File: config.mk
export PLATFORM = sky130hd
export DESIGN_NAME = irq_arbiter
export DESIGN_NICKNAME = d
export VERILOG_FILES = /design/src/rtl/irq_arbiter.sv
export SDC_FILE = /design/constraint.sdc
export NUM_CORES = 1
export LEC_CHECK = 0
export BUFFER_PORTS_ARGS = -buffer_cell sky130_fd_sc_hd__buf_2
export CAP_MARGIN = 20
export CORE_UTILIZATION = 48
export DETAILED_ROUTE_END_ITERATION = 12
export PLACE_DENSITY_LB_ADDON = 0.25
export SYNTH_ARGS = -nofsm -noshare
export SYNTH_HDL_FRONTEND = slang
export SYNTH_SLANG_ARGS = --single-unit
File: constraint.sdc
create_clock -name clk -period 4 [get_ports clk]
set_input_delay 0.2 -clock clk [delete_from_list [all_inputs] [get_ports clk]]
set_output_delay 0.2 -clock clk [all_outputs]
set_load 0.02 [all_outputs]
File: src/rtl/irq_arbiter.sv
// Programmable interrupt arbiter: edge/level pending latch, mask, fixed-priority pick, one-hot HWInt with EOI handshake.
// Optional build macro IRQ_SYNC_EN adds a two-flop synchroniser on irq_in (+2 cycles irq-to-hwint latency).
module irq_arbiter #(
  parameter int          N_SRC     = 6,
  parameter logic [31:0] BASE_ADDR = 32'h0000_7F20
) (
  input  logic             clk,
  input  logic             reset,
  input  logic [N_SRC-1:0] irq_in,
  input  logic [31:0]      dev_addr,
  input  logic             dev_we,
  input  logic [3:0]       dev_be,
  input  logic [31:0]      dev_wd,
  output logic [31:0]      dev_rd,
  input  logic             int_ack,
  output logic [5:0]       hwint
);

  typedef enum logic [1:0] {ST_IDLE, ST_ASSERT, ST_SERVICE} state_t;

  localparam int PAD = 8 - N_SRC;

  state_t           state_q, state_d;
  logic [2:0]       cur_id_q, cur_id_d;
  logic [5:0]       hwint_q, hwint_d;
  logic [N_SRC-1:0] mask_q, mask_d;
  logic [N_SRC-1:0] mode_q, mode_d;
  logic [N_SRC-1:0] pend_q, pend_d;
  logic [N_SRC-1:0] irq_q, irq_d;
  logic [N_SRC-1:0] irq_s;

`ifdef IRQ_SYNC_EN
  logic [N_SRC-1:0] sync1_q, sync2_q;
  always_ff @(posedge clk or posedge reset) begin
    if (reset) begin
      sync1_q <= '0;
      sync2_q <= '0;
    end else begin
      sync1_q <= irq_in;
      sync2_q <= sync1_q;
    end
  end
  assign irq_s = sync2_q;
`else
  assign irq_s = irq_in;
`endif

  // Wrapping subtraction: any address outside the window lands on an unused offset.
  logic [31:0] off;
  logic        sel_mask, sel_mode, sel_pend, sel_stat, sel_eoi;
  logic        wr_ok, eoi_wr;
  assign off      = dev_addr - BASE_ADDR;
  assign sel_mask = (off == 32'h00);
  assign sel_mode = (off == 32'h04);
  assign sel_pend = (off == 32'h08);
  assign sel_stat = (off == 32'h0C);
  assign sel_eoi  = (off == 32'h10);
  assign wr_ok    = dev_we && (dev_be == 4'b1111);
  assign eoi_wr   = wr_ok && sel_eoi;

  logic unused_wd;
  assign unused_wd = &{1'b0, dev_wd[31:N_SRC]};

  logic [N_SRC-1:0] rise, w1c, eoi_clr, elig;
  logic [7:0]       cur_oh, next_oh, pend_ext, mask_ext;
  logic [2:0]       win;
  logic             cur_live;

  always_comb begin
    rise     = irq_s & ~irq_q;
    w1c      = (wr_ok && sel_pend) ? dev_wd[N_SRC-1:0] : '0;
    cur_oh   = 8'd1 << cur_id_q;
    eoi_clr  = (state_q == ST_SERVICE && eoi_wr) ? cur_oh[N_SRC-1:0] : '0;
    // Level bits track the line; edge bits: set beats any clear in the same cycle.
    pend_d   = (mode_q & irq_s) | (~mode_q & (rise | (pend_q & ~w1c & ~eoi_clr)));
    irq_d    = irq_s;
    mask_d   = (wr_ok && sel_mask) ? dev_wd[N_SRC-1:0] : mask_q;
    mode_d   = (wr_ok && sel_mode) ? dev_wd[N_SRC-1:0] : mode_q;
    elig     = pend_q & mask_q;
    pend_ext = {{PAD{1'b0}}, pend_q};
    mask_ext = {{PAD{1'b0}}, mask_q};
    cur_live = pend_ext[cur_id_q] & mask_ext[cur_id_q];
    win      = 3'd0;
    for (int i = N_SRC - 1; i >= 0; i--) begin
      if (elig[i]) win = 3'(i);
    end
  end

  always_comb begin
    state_d  = state_q;
    cur_id_d = cur_id_q;
    case (state_q)
      ST_IDLE: begin
        if (|elig) begin
          state_d  = ST_ASSERT;
          cur_id_d = win;
        end
      end
      ST_ASSERT: begin
        // An ack already taken by the CPU wins over a same-cycle software cancel.
        if (int_ack)       state_d = ST_SERVICE;
        else if (!cur_live) state_d = ST_IDLE;
      end
      ST_SERVICE: begin
        if (eoi_wr) state_d = ST_IDLE;
      end
      default: state_d = ST_IDLE;
    endcase
    next_oh = 8'd1 << cur_id_d;
    hwint_d = (state_d == ST_ASSERT) ? next_oh[5:0] : 6'd0;
  end

  always_ff @(posedge clk or posedge reset) begin
    if (reset) begin
      state_q  <= ST_IDLE;
      cur_id_q <= 3'd0;
      hwint_q  <= 6'd0;
      mask_q   <= '0;
      mode_q   <= '0;
      pend_q   <= '0;
      irq_q    <= '0;
    end else begin
      state_q  <= state_d;
      cur_id_q <= cur_id_d;
      hwint_q  <= hwint_d;
      mask_q   <= mask_d;
      mode_q   <= mode_d;
      pend_q   <= pend_d;
      irq_q    <= irq_d;
    end
  end

  assign hwint = hwint_q;

  always_comb begin
    dev_rd = 32'd0;
    if (sel_mask)      dev_rd = {{(32-N_SRC){1'b0}}, mask_q};
    else if (sel_mode) dev_rd = {{(32-N_SRC){1'b0}}, mode_q};
    else if (sel_pend) dev_rd = {{(32-N_SRC){1'b0}}, pend_q};
    else if (sel_stat) dev_rd = {22'd0, state_q == ST_SERVICE, state_q == ST_ASSERT, 5'd0, cur_id_q};
  end

endmodule

==> results of run 1 <==
## power breakdown
| group | internal (uW) | switching, uW |
|---|---|---|
| Sequential | 357 | 1.62 |
| Clock | 122 | 119 |
| Combinational | 42.7 | 71.5 |
## how the worst min path moves through the flow
stage,start,end,depth (start not counted)
final,reset,hwint[0],3
after global placement,reset,hwint[2],3
after detailed placement,reset,hwint[0],3
after global routing,irq_in[2],irq_q[2],1
after CTS,reset,hwint[1],3
after floorplan,irq_in[0],irq_q[0],0
## sequential cells by signal (all words and copies together), names as in the netlist
register,cells
cur_id_q,3
hwint,6
irq_q,6
mask_q,6
mode_q,6
pend_q,6
state_q,2
## cell families (layout without fill, tap and decap cells)
kind of cell	count (synthesis)	count (layout)	share of synthesized area, %
compound gates	56	56	14.74
xor+xnor	2	2	0.6905
fa+ha+maj	2	2	0.8875
buf+inv	62	112	13.07
flops	35	35	34.52
mux	21	21	10.90
other cells	1	24	0.1478
simple gates	113	113	25.05
## cells in the mapped netlist (all sizes together) (2+ instances only)
cell type	number
o311ai	6
clkbuf	5
o2111ai	2
nand2b	3
and3	3
buf	27
nand3b	2
or4b	2
a31oi	2
nor2b	6
mux4	4
a21oi	8
or2	3
nor4	8
nor3	13
nor2	18
dfrtp	35
a2111oi	2
mux2i	4
nand4	2
nand2	29
nand3	6
o22ai	2
nor4b	8
o21ai	20
a22oi	2
inv	30
mux2	13
or4	4
or3	3
## metal layers
layer,vias to the layer above,wire [um],global-route usage (%)
met5,-,0,0
met1,1095,2421,26.41
met4,0,102,7.338
met2,84,2843,37.94
met3,12,331,4.819
li1,1152,-,-
## final cells by class
class / instances / share of cell area (%)
Clock inverter: 1 / 0.1687
Timing Repair Buffer: 74 / 13.24
Clock buffer: 7 / 2.573
Inverter: 30 / 3.796
Sequential cell: 35 / 29.52
Multi-Input combinational cell: 218 / 47.74
Tap cell: 70 / 2.952
## worst max-delay path: cells and delay by family
family	cells	cell delay, ns
compound gates	1	0.18
buf+inv	2	0.35
simple gates	6	2.69
## metrics by stage
| step | util (%) | setup WS [ns] |
|---|---|---|
| after CTS | 58.08 | 0.3784 |
| after detailed placement | 56.49 | 0.2551 |
| final | 58.08 | 0.3675 |
| after global routing | 58.08 | 0.2442 |
| after global placement | 56.49 | 0.2697 |
| after floorplan | - | 0.1049 |
==> metrics.csv, run 1 <==
metric;value;unit
status;finished clean;
reg-to-reg slack, setup;2.01;ns
Setup crit end;dev_rd[8];
CP Launch Point;dev_addr[16];
post-synthesis sequential area ratio;34.52;%
row count;26;
clk slew on worst S/H paths;0.06;ns
most common cell after layout, fill and taps aside;buf_2;
Synth area leader;dfrtp_1;
Congestion Overflow GR;0;
CP max stage cell;or4b_4;
design area;2967;sq um
H-tree Lvls;2;
area grow syn2layout;16.91;%
CP Data Arrival Time;3.43;ns
Filler Cells Inserted;485;
final hold violation count;0;
Reg area;875.8;sq um
CTS tree;done;
Die Area;5581;sq um
clock root cell;clkbuf_8;
hold_buf cts;0;
vias after detailed routing;2343;
Clock Sinks;35;
placed inst area;2885;sq um
setup TNS;0;ns
worst r2r src;cur_id_q[1];
worst vdd ir;0.0001160;V
Post-DRT Antenna Nets;0;
TritonCTS buffer count;5;
flop and latch count out of synthesis;35;
first-iteration detailed-routing DRC count;191;
Yosys top cell area share;34.52;%
share of layout cells above drive strength 1;28.49;%
Finished Layout Cells;435;
Pleak;0.001394;uW
GRT Overall Usage;21.70;%
Setup CP Type;input port to output port;
PortBufs;65;
via density per instance;5.386;
most used cell, CP;buf_2;
vias in the first global route;2079;
synthesized area;2537;sq um
PwrDens;240.8;nW/um^2
RSZ-0062 raised after global routing;false;
critical path endpoint category;output port;
Worst Path Max Fanout;7;
DR pass1 iterations;4;
min cycle time layout;3.632;ns
R2R cell count;6;
CP Data Required Time;3.80;ns
Clock Latency Late Sink;0.28;ns
multi-input logic area;1416;sq um
post-DP HPWL;4496;um
EDFF count, synth;0;
final net count;443;
Top Ports;116;
Final setup viols;0;
die height;74.71;um
post-route clock period utilization;90.81;%
final hold slack;0.008592;ns
Overall Power;714.3;uW
Setup Fix Bufs, Post-CTS;0;
synthesized netlist cell count;292;
Ys Warns;0;
fin. max-slew vios;0;
Resized cells post-CTS;0;
CP max stage delay;0.57;ns
most frequent cells in the layout;65 x buf_2, 35 x dfrtp_1, 30 x inv_1;
syn avg cell area;8.690;sq um
Remaining DRCs;0;
ANT cells;0;
dpl cells;427;
initial antenna violation count;0;
GPL Wtd Cong;0.8583;
worst-path cell chain;buf_2, or4_4, or4b_4, or3_1, o32a_1, or4_1, or2_2, nor4_1, buf_2;
total wire length;5699;um
core area;5107;sq um
Synth area leaders;dfrtp_1 35%, buf_4 7.1%, mux2_2 5.8%;
fraction of registers with async set/reset;100.0;%
Clock Skews;0.002361;ns
fmax;275.3;MHz
post-synth cell types;58;
max cap viols;0;
pin count of the biggest net entering global routing;36;
startpoint types;input port;
ys flop type;dfrtp_1;
global-route wire length before repair;9183;um
min-delay worst type;input port to async pin;
WL/cell;13.10;um
r2r endpoint;hwint[5];
Die Span X;74.71;um
Starting Density;49.68;%
maximum root-to-sink buffer count;2;
(Power assumes the default switching activity.)
==> run 2: changes to the inputs <==
REMOVE_ABC_BUFFERS = 1   (was not set)
==> run 2 against run 1 <==
Via count down 0.17%. Critical path depth up 1. Sequential share of layout area decreased by 0.36 points. Non-clock buffer count stayed put. Die area unchanged. Routed wire length is 0.19% lower. Final cell count unchanged. Fmax decreased by 0.54%. Combinational power about the same. First-iteration DRC count decreased by 25%. Utilization increased by 0.71 points. Count of clock-buffer cells in the layout fell by 1. Critical path type unchanged.
==> metrics.csv, run 2 (synthesized netlist as in run 1, its figures left out) <==
metric;value;unit;change
min cycle time layout;3.652;ns;+0.01981 ns
startpoint types;input port;;
H-tree Lvls;2;;unchanged
CP Data Arrival Time;3.45;ns;+0.02 ns
CP Launch Point;dev_addr[16];;
Die Span X;74.71;um;unchanged
Remaining DRCs;0;;unchanged
worst slew margin relative to its limit;59.44;%;
PortBufs;65;;unchanged
ANT cells;0;;unchanged
Clock Sinks;35;;unchanged
first-iteration detailed-routing DRC count;143;;-25%
Congestion Overflow GR;0;;unchanged
clock root cell;clkbuf_8;;
vias after detailed routing;2339;;-0.17%
die height;74.71;um;unchanged
Starting Density;49.68;%;unchanged
Overall Power;796.4;uW;+11%
Reg area;875.8;sq um;unchanged
min-delay worst type;input port to async pin;;
most common cell after layout, fill and taps aside;buf_2;;
worst r2r src;cur_id_q[1];;
design area;3003;sq um;+1.2%
setup TNS;0;ns;unchanged
GPL Wtd Cong;0.8795;;+2.5%
vias in the first global route;2025;;-2.6%
worst path bufs/invs;3;;+1
reg-to-reg slack, setup;2.11;ns;+0.10 ns
Post-DRT Antenna Nets;0;;unchanged
pre-CTS setup slack;0.1775;ns;-0.07768 ns
clk slew on worst S/H paths;0.06;ns;about the same
pin count of the biggest net entering global routing;36;;unchanged
final net count;443;;unchanged
Die Area;5581;sq um;unchanged
Clock Latency Late Sink;0.28;ns;about the same
worst vdd ir;0.0001315;V;+13%
global-route wire length before repair;9108;um;-0.82%
Clock Skews;0.007805;ns;+0.005444 ns
TritonCTS buffer count;5;;unchanged
final hold violation count;0;;unchanged
maximum root-to-sink buffer count;2;;unchanged
GRT Overall Usage;21.47;%;-0.23 points
placed inst area;2885;sq um;unchanged
CP Data Required Time;3.80;ns;about the same
area grow syn2layout;18.34;%;
CTS tree;done;;
DR pass1 iterations;4;;unchanged
Filler Cells Inserted;495;;+2.1%
RSZ-0062 raised after global routing;false;;
status;finished clean;;
via density per instance;5.377;;-0.17%
worst-path cell chain;buf_2, or4_4, or4b_4, or3_1, o32a_1, or4b_1, or4_1, buf_4, nor2_1, buf_2;;
post-route clock period utilization;91.31;%;+0.50 points
Worst Path Max Fanout;7;;unchanged
most used cell, CP;buf_2;;
CP max stage cell;or4b_4;;
max cap viols;0;;unchanged
post-DP HPWL;4463;um;-0.74%
initial antenna violation count;0;;unchanged
Setup Fix Bufs, Post-CTS;0;;unchanged
Final WS setup;0.3477;ns;-0.01981 ns
multi-input logic area;1416;sq um;unchanged
Top delay family on crit path;simple AND/OR/NAND/NOR gates;;
critical path endpoint category;output port;;
WL/cell;13.08;um;-0.19%
fin. max-slew vios;0;;unchanged
row count;26;;unchanged
total wire length;5688;um;-0.19%
core area;5107;sq um;unchanged
Top Ports;116;;unchanged
hold_buf cts;0;;unchanged
Setup CP Type;input port to output port;;
most frequent cells in the layout;65 x buf_2, 35 x dfrtp_1, 30 x inv_1;;
CP max stage delay;0.57;ns;about the same
fmax;273.8;MHz;-0.54%
PwrDens;265.2;nW/um^2;+10%
Resized cells post-CTS;0;;unchanged
Pleak;0.001413;uW;+1.4%
share of layout cells above drive strength 1;29.04;%;+0.55 points
Final setup viols;0;;unchanged
Least-Margin Pin Slew;0.5930;ns;
==> run 2: changes by cell type in the layout (fill, tap and decap cells not counted) <==
cell and delta:
clkbuf_1 -2, clkbuf_8 +1, bufinv_16 +1
==> run 2: area by class of cell <==
class / instances / area share (%)
clock buffers: 6 / 2.750
repair buffers: 74 / 13.08
flip-flops and latches: 35 / 29.17
clock inverters: 2 / 1.167
well taps: 70 / 2.917
inverters: 30 / 3.750
multi-input cells: 218 / 47.17
==> run 2: stage by stage <==
step	hold slack, ns	instances	utilization (%)
floorplan	0.2314	283	-
global placement	0.3177	427	56.49
detailed placement	0.3210	427	56.49
CTS	0.01788	435	58.79
global route	0.01809	435	58.79
finish	0.01154	435	58.79
==> run 2: power by group <==
part | leakage, uW | internal, uW | switching [uW] | total (uW)
clock | 0.0000612 | 202 | 122 | 324
combinational | 0.000916 | 42.7 | 71.2 | 114
sequential | 0.000436 | 357 | 1.42 | 359
==> run 2: worst paths after layout <==
kind                              endpoint  cells past startpoint
worst max-delay path             dev_rd[5]                     10
worst min-delay path            state_q[1]                      3
worst max register to register    hwint[4]                      6
worst min register to register   mask_q[4]                      1
max in group asynchronous         irq_q[0]                      3
min in group clk                  irq_q[2]                      1
==> run 2: worst register-to-register path: stages, from the launching register on <==
cell     delay (ns)
dfrtp_1        0.45
mux4_2         0.52
nor2_1         0.10
a21oi_1        0.05
nor3_1         0.15
o21ai_1        0.17
nor4b_1        0.34
==> run 2: layer usage <==
layer	wire (um)	GRT usage, %	part of all wire [%]
met1	2481	27.21	44
met2	2843	37.84	50
met3	288	3.614	5.1
met4	74	5.870	1.3
met5	0	0	0
==> run 3: changes to the inputs <==
clock period = 4.15 ns   (was 4 ns; I/O delays follow)
==> run 3 against run 2 <==
Non-clock buffer count shrank 1. Clock power down 25%. Sequential share of layout area is 0.36 points higher. Die area stayed put. Cell area down 1.2%. Via count grew 1.3%. Sequential cell count stayed put. Worst setup slack gained 0.11 ns. Critical path depth unchanged. Total power shrank 12%. Hold slack lost 0.0048 ns. First-iteration DRC count is 10% lower. Critical endpoint unchanged. Largest cell class unchanged. Highest routed layer unchanged.
==> metrics.csv, run 3 (synthesized netlist as in run 1, its figures left out) <==
metric;value;unit;change
pre-CTS setup slack;0.3069;ns;+0.1295 ns
CTS tree;done;;
worst r2r src;mask_q[2];;
GPL Wtd Cong;0.8785;;-0.11%
Setup Fix Bufs, Post-CTS;0;;unchanged
GRT Overall Usage;22.22;%;+0.75 points
CP Data Required Time;3.94;ns;+0.14 ns
worst slew margin relative to its limit;54.84;%;-4.6 points
Clock Latency Late Sink;0.29;ns;about the same
WL/cell;13.12;um;+0.30%
Clock Sinks;35;;unchanged
die height;74.71;um;unchanged
r2r endpoint;hwint[2];;
global-route wire length before repair;9315;um;+2.3%
Post-DRT Antenna Nets;0;;unchanged
hold_buf cts;0;;unchanged
status;finished clean;;
min cycle time layout;3.696;ns;
Final setup viols;0;;unchanged
Remaining DRCs;0;;unchanged
Least-Margin Pin Slew;0.6603;ns;+0.06731 ns
R2R cell count;6;;unchanged
fmax;270.5;MHz;
RSZ-0062 raised after global routing;false;;
final hold violation count;0;;unchanged
critical path endpoint category;output port;;
total wire length;5692;um;about the same
max cap viols;0;;unchanged
clk slew on worst S/H paths;0.07;ns;about the same
post-route clock period utilization;89.07;%;
setup TNS;0;ns;unchanged
PortBufs;65;;unchanged
pin count of the biggest net entering global routing;36;;unchanged
Pleak;0.001388;uW;-1.8%
most common cell after layout, fill and taps aside;buf_2;;
ANT cells;0;;unchanged
Setup CP Type;input port to output port;;
min-delay worst type;input port to async pin;;
CP Data Arrival Time;3.49;ns;+0.04 ns
area grow syn2layout;16.91;%;
Die Span X;74.71;um;unchanged
most frequent cells in the layout;65 x buf_2, 35 x dfrtp_1, 30 x inv_1;;
Clock Skews;0.006923;ns;-0.0008820 ns
initial antenna violation count;0;;unchanged
Congestion Overflow GR;0;;unchanged
TritonCTS buffer count;5;;unchanged
PwrDens;235.5;nW/um^2;-11%
via density per instance;5.459;;+1.5%
startpoint types;input port;;
Starting Density;49.68;%;unchanged
DR pass1 iterations;6;;+2
post-DP HPWL;4529;um;+1.5%
Final WS setup;0.4535;ns;+0.1058 ns
vias after detailed routing;2369;;+1.3%
row count;26;;unchanged
Worst Path Max Fanout;9;;+2
worst vdd ir;0.00009933;V;-24%
Final Util;58.08;%;-0.71 points
vias in the first global route;2157;;+6.5%
Resized cells post-CTS;0;;unchanged
fin. max-slew vios;0;;unchanged
Top Ports;116;;unchanged
Die Area;5581;sq um;unchanged
reg-to-reg slack, setup;2.22;ns;+0.11 ns
first-iteration detailed-routing DRC count;128;;-10%
share of layout cells above drive strength 1;28.85;%;-0.19 points
H-tree Lvls;2;;unchanged
maximum root-to-sink buffer count;2;;unchanged
final net count;442;;-0.23%
core area;5107;sq um;unchanged
clock root cell;clkbuf_8;;
==> run 3: worst max-delay path by stage <==
stage                      start         to  slack [ns]  depth (start not counted)
finish              dev_addr[15]  dev_rd[5]        0.45                         10
floorplan           dev_addr[15]  dev_rd[8]        0.46                          7
global placement    dev_addr[15]  mask_q[3]        0.29                         10
global route        dev_addr[15]  dev_rd[5]        0.33                         10
detailed placement  dev_addr[15]  pend_q[4]        0.31                         10
CTS                 dev_addr[15]  dev_rd[5]        0.44                         10
==> run 3: routing by layer <==
metal | vias to the layer above | wire length [um] | GRT usage, %
li1 | 1154 | - | -
met1 | 1124 | 2378 | 26.63
met2 | 82 | 2857 | 38.04
met3 | 9 | 349 | 4.685
met4 | 0 | 107 | 10.69
met5 | - | 0 | 0
==> run 3: cell type report <==
| type | instances | area, sq um |
|---|---|---|
| clock buffer | 5 | 68.82 |
| clock inverter | 3 | 20.02 |
| fill | 497 | 2141 |
| inverter | 30 | 112.6 |
| multi-input combinational | 218 | 1416 |
| sequential | 35 | 875.8 |
| tap | 70 | 87.58 |
| timing repair buffer | 73 | 385.4 |
==> run 3: power breakdown <==
group          switching [uW]  total, uW  internal (uW)
registers                1.43        346            344
clock network             127        244            117
logic                    68.4        109           40.6
==> run 3: per-stage QoR <==
step	area [sq um]	power, uW	cells	hold WS [ns]
2_1_floorplan	2405	411.8	283	0.2389
3_3_place_gp	2878	458.7	426	0.3253
3_5_place_dp	2878	461.6	426	0.3293
4_1_cts	2967	708.2	434	0.01455
5_1_grt	2967	736.6	434	0.01062
6_report	2967	698.7	434	0.006688
==> run 3: worst max-delay path, stage by stage <==
cell and delay, ns:
buf_2 0.15, or4_4 0.56, or4b_4 0.57, or3_1 0.33
o32a_1 0.18, or4b_1 0.51, or4_1 0.50, buf_4 0.21
nor2_1 0.10, buf_2 0.17
